### src/rtl/down_counter_timer.sv
// Loadable down-counter/timer: counts a programmed value down to zero and pulses done.
// Define DOWN_COUNTER_AUTO_RELOAD_EN to keep running and reload from the reload register at zero.
module down_counter_timer #(
  parameter int WIDTH        = 4,
  parameter int DEFAULT_LOAD = 2**WIDTH-1
) (
  input  logic             clk,
  input  logic             reset,
  input  logic             load,
  input  logic [WIDTH-1:0] load_value,
  input  logic             start,
  input  logic             pause,
  output logic [WIDTH-1:0] count,
  output logic             busy,
  output logic             done
);

  typedef enum logic [1:0] {
    IDLE = 2'd0,
    RUN  = 2'd1,
    DONE = 2'd2
  } state_t;

  localparam logic [WIDTH-1:0] ZERO = '0;
  localparam logic [WIDTH-1:0] ONE  = {{(WIDTH-1){1'b0}}, 1'b1};

  state_t           state_q;
  logic [WIDTH-1:0] count_q;
  logic [WIDTH-1:0] reload_q;
  logic             busy_q;
  logic             done_q;

  always_ff @(posedge clk) begin
    if (!reset) begin
      state_q  <= IDLE;
      count_q  <= ZERO;
      reload_q <= DEFAULT_LOAD[WIDTH-1:0];
      busy_q   <= 1'b0;
      done_q   <= 1'b0;
    end else if (load) begin
      state_q  <= IDLE;
      count_q  <= load_value;
      reload_q <= load_value;
      busy_q   <= 1'b0;
      done_q   <= 1'b0;
    end else begin
      case (state_q)
        IDLE: begin
          done_q <= 1'b0;
          if (start) begin
            if (count_q == ZERO) begin
              state_q <= DONE;
              done_q  <= 1'b1;
            end else if (pause) begin
              state_q <= RUN;
              busy_q  <= 1'b1;
            end else if (count_q == ONE) begin
              // The starting edge already counts, so a value of 1 finishes immediately.
              count_q <= ZERO;
              done_q  <= 1'b1;
`ifdef DOWN_COUNTER_AUTO_RELOAD_EN
              state_q <= RUN;
              busy_q  <= 1'b1;
`else
              state_q <= DONE;
`endif
            end else begin
              count_q <= count_q - ONE;
              state_q <= RUN;
              busy_q  <= 1'b1;
            end
          end
        end
        RUN: begin
          if (pause) begin
            done_q <= 1'b0;
          end else if (count_q > ONE) begin
            count_q <= count_q - ONE;
            done_q  <= 1'b0;
          end else if (count_q == ONE) begin
            count_q <= ZERO;
            done_q  <= 1'b1;
`ifndef DOWN_COUNTER_AUTO_RELOAD_EN
            state_q <= DONE;
            busy_q  <= 1'b0;
`endif
          end else begin
`ifdef DOWN_COUNTER_AUTO_RELOAD_EN
            // Zero in RUN is the reload slot; a zero reload keeps done asserted.
            count_q <= reload_q;
            done_q  <= (reload_q == ZERO);
`else
            state_q <= DONE;
            busy_q  <= 1'b0;
            done_q  <= 1'b0;
`endif
          end
        end
        DONE: begin
          done_q <= 1'b0;
          if (start) begin
            if (reload_q == ZERO) begin
              done_q <= 1'b1;
            end else begin
              count_q <= reload_q;
              state_q <= RUN;
              busy_q  <= 1'b1;
            end
          end
        end
        default: begin
          state_q <= IDLE;
          busy_q  <= 1'b0;
          done_q  <= 1'b0;
        end
      endcase
    end
  end

  assign count = count_q;
  assign busy  = busy_q;
  assign done  = done_q;

endmodule

### config.mk
export PLATFORM = sky130hd
export DESIGN_NAME = down_counter_timer
export DESIGN_NICKNAME = d
export VERILOG_FILES = /design/src/rtl/down_counter_timer.sv
export SDC_FILE = /design/constraint.sdc
export NUM_CORES = 1
export LEC_CHECK = 0
export ABC_AREA = 1
export BUFFER_PORTS_ARGS = -buffer_cell sky130_fd_sc_hd__buf_2
export CORE_MARGIN = 1.5
export CORE_UTILIZATION = 45
export CTS_CLUSTER_SIZE = 25
export DETAILED_ROUTE_END_ITERATION = 10
export PLACE_DENSITY = 0.68
export SYNTH_ARGS = -nofsm -noshare
export SYNTH_HDL_FRONTEND = slang
export SYNTH_SLANG_ARGS = --single-unit
### constraint.sdc
create_clock -name clk -period 1.5 [get_ports clk]
set_clock_uncertainty 0.15 [all_clocks]
set_input_delay 0.3 -clock clk [delete_from_list [all_inputs] [get_ports clk]]
set_output_delay 0.3 -clock clk [all_outputs]
set_load 0.005 [all_outputs]
==> results by group <==
Yosys
  – Synth top area share: 25.9%
  – Mapped Cells: 150
  – Post-synthesis sequential area ratio: between 20% and 30%
  – Post-synth ARST share: 0%
  – Synthesized flop and latch total: 12
  – Synth cell types: 20
  – Mapped Area: a little over 900 um^2
  – Post-synth EDFFs: 0
  – Syn_area_per_cell: approximately 6.2 um^2
  – Yosys top cell by area: dfxtp_1
  – Top FF cell, synth: dfxtp_1
  – Area contributors post-synth: dfxtp_1 (26%), nand2_1 (17%), ha_1 (9.4%), nor2_1 (8.9%), nand3_1 (8.6%)
  – YS warnings: 0
  – Syn Nets: about 170

Clocking
  – CTS tree: done
  – CTS clk-pin slew, worst paths: approximately 90 ps
  – CTS max path bufs: 2
  – Num CTS Buffers: 3
  – Sinks on Clock Net: 12
  – Worst skew pair latency: 290 ps
  – Hold Buf Count CTS: 0
  – # H-tree levels: 1
  – Root Buffer: clkbuf_4

Drt
  – Routed wire per std cell: around 12 um
  – DRT Pass-1 Iters: 4
  – WL final: around 2.6 mm
  – DR vias/cell: 5.07
  – Antenna violation net count after detailed routing: 0
  – Initial DRC Count: 22
  – DRC errors left: 0
  – Via count: around 1.1k

Global routing
  – Initial antenna violation count: 0
  – Vias in the first global route: approximately 1k
  – Grt ovf: 0
  – First-pass GRT wire length: ~4.3 mm
  – GRT Total Usage: between 20% and 30%
  – Largest net degree at the start of global routing: 11

STA
  – Fin crit share: 106%
  – Final WS setup: -94.3 ps
  – WHS: around 71 ps
  – Period minus WS final: roughly 1600 ps
  – Relative slew slack: a little over 80%
  – # setup viols final: 7
  – RSZ-0062 raised after global routing: yes
  – Fin. Hold Viols: 0
  – Highest Clock Rate: between 0.6 and 0.7 GHz
  – Least-Margin Pin Slew: about 270 ps
  – Slew Limit Fails: 0
  – Sum of negative setup slack: -465 ps

Power
  – Worst VDD drop: about 900 uV
  – Power Density: between 1000 and 1500 nW/um^2
  – Total power: about 0.0016 W
  – Standby leakage power: 0.685 nW

Hold path
  – Min-Delay Path Class: in2reg
  – Hold Crit Start: load_value[3]

Critical path
  – CP Max Fanout: 5
  – Worst reg2reg startpoint: state_q[1]$_SDFFE_PP0P_
  – Critical path type: reg2reg
  – Worst Setup End Kind: flop
  – CP arrival: 1680 ps
  – Req. time, crit path: ~1600 ps
  – Critical Path Source: state_q[1]$_SDFFE_PP0P_
  – CP startpoint kind: flop

Cells and area
  – Non-Filler Instances: around 210
  – Antenna Cells: 0
  – Final core occ: a little under three quarters
  – Nets: between 200 and 250
  – Share of layout cells above drive strength 1: 47.6%
  – Area delta synth->final: 49.7%
  – Most frequent cells in the layout: nand2_1 (32), buf_4 (21), nor2_1 (18)
  – Most common library cell in the layout ignoring fill and taps: nand2_1

Floorplanning
  – Standard-cell row count: 16
  – Die X: between 40 and 50 um
  – Initial Utilization: a little under half
  – Die height: 48.4 um
  – Area of the die: 2340 um^2
  – Core box area: between 1500 and 2000 um^2
  – Top-Level Pins: 15

Placement
  – Placed Cells: between 200 and 250
  – GP Congestion: 0.842
  – PortBufs: 14
  – DPL Wire Length: 1.79 mm

Flow run
  – Max-cap violations: 0

Outcome
  – Run status: finished with violations
  – Failing checks: setup timing
==> cell usage after synthesis, types with 4 or more instances <==
master	n
nand2_1	41
nor2_1	22
inv_1	17
nand3_1	16
dfxtp_1	12
ha_1	7
a21oi_1	6
inv_2	4
nand2_2	4
nand4_1	4
==> worst paths after layout <==
path                               to  slack, ps  cells after the start
max             count[2]$_SDFFE_PN0P_        -90                     11
min          reload_q[3]$_SDFFE_PN1P_         70                      3
max reg2reg     count[2]$_SDFFE_PN0P_        -90                     11
min reg2reg         busy$_SDFFE_PP0P_        340                      2
==> cells by family (layout without fill, tap and decap cells) <==
group	after synthesis	after routing	synth area share, %
buffers and inverters	24	61	10.9
flip-flops	12	12	25.9
AO/OA/AOI/OAI	14	14	8.36
XOR/XNOR	1	1	0.944
adder cells (fa/ha/maj)	7	7	9.43
AND/OR/NAND/NOR	92	92	44.5
==> metal layers <==
layer / track usage (%) / vias to the layer above / wire length (um)
li1: - / 550 / -
met1: 28.7 / 494 / 1070
met2: 42.4 / 33 / 1300
met3: 3.70 / 8 / 163
met4: 5.71 / 0 / 37
met5: 0 / - / 0
==> final cells by class <==
cell class	instances	area, um^2
tap	27	33.8
sequential	12	250
inverter	21	91.3
fill	168	572
multi-input combinational	114	731
timing repair buffer	36	248
clock buffer	4	36.3
==> worst max-delay path, stage by stage (launching register included) <==
cell	delay (ps)
dfxtp_2	350
buf_12	120
ha_4	170
inv_4	80
nand2_4	60
nand2_4	60
nand2_2	50
nor2_2	110
nand3_2	150
nand3_2	110
nand2_2	50
nor2_2	70
==> flip-flops by register name, summed over array words and instances, names as in the netlist <==
register	flops
state_q	2
done	1
reload_q	4
busy	1
count	4
==> metrics by stage <==
stage	worst slack (ps)	cell area, um^2
after global routing	-194	1390
after global placement	-72.1	1120
after floorplan	18.3	938
after CTS	-37.6	1310
after detailed placement	-128	1120
final	-94.3	1390
==> power breakdown <==
part,total (W),internal (W),switching [W]
clock network,0.000278,0.000148,0.000130
logic,0.000937,0.000424,0.000513
registers,0.000420,0.000370,0.0000503
total,0.00164,0.000942,0.000694
==> what timing repair did <==
action                     4_1_cts  5_1_grt
gates resized for setup         29       18
buffers inserted                 4        4
setup endpoints to repair        7        8
pin swaps                       11       12
(Power assumes the default switching activity.)
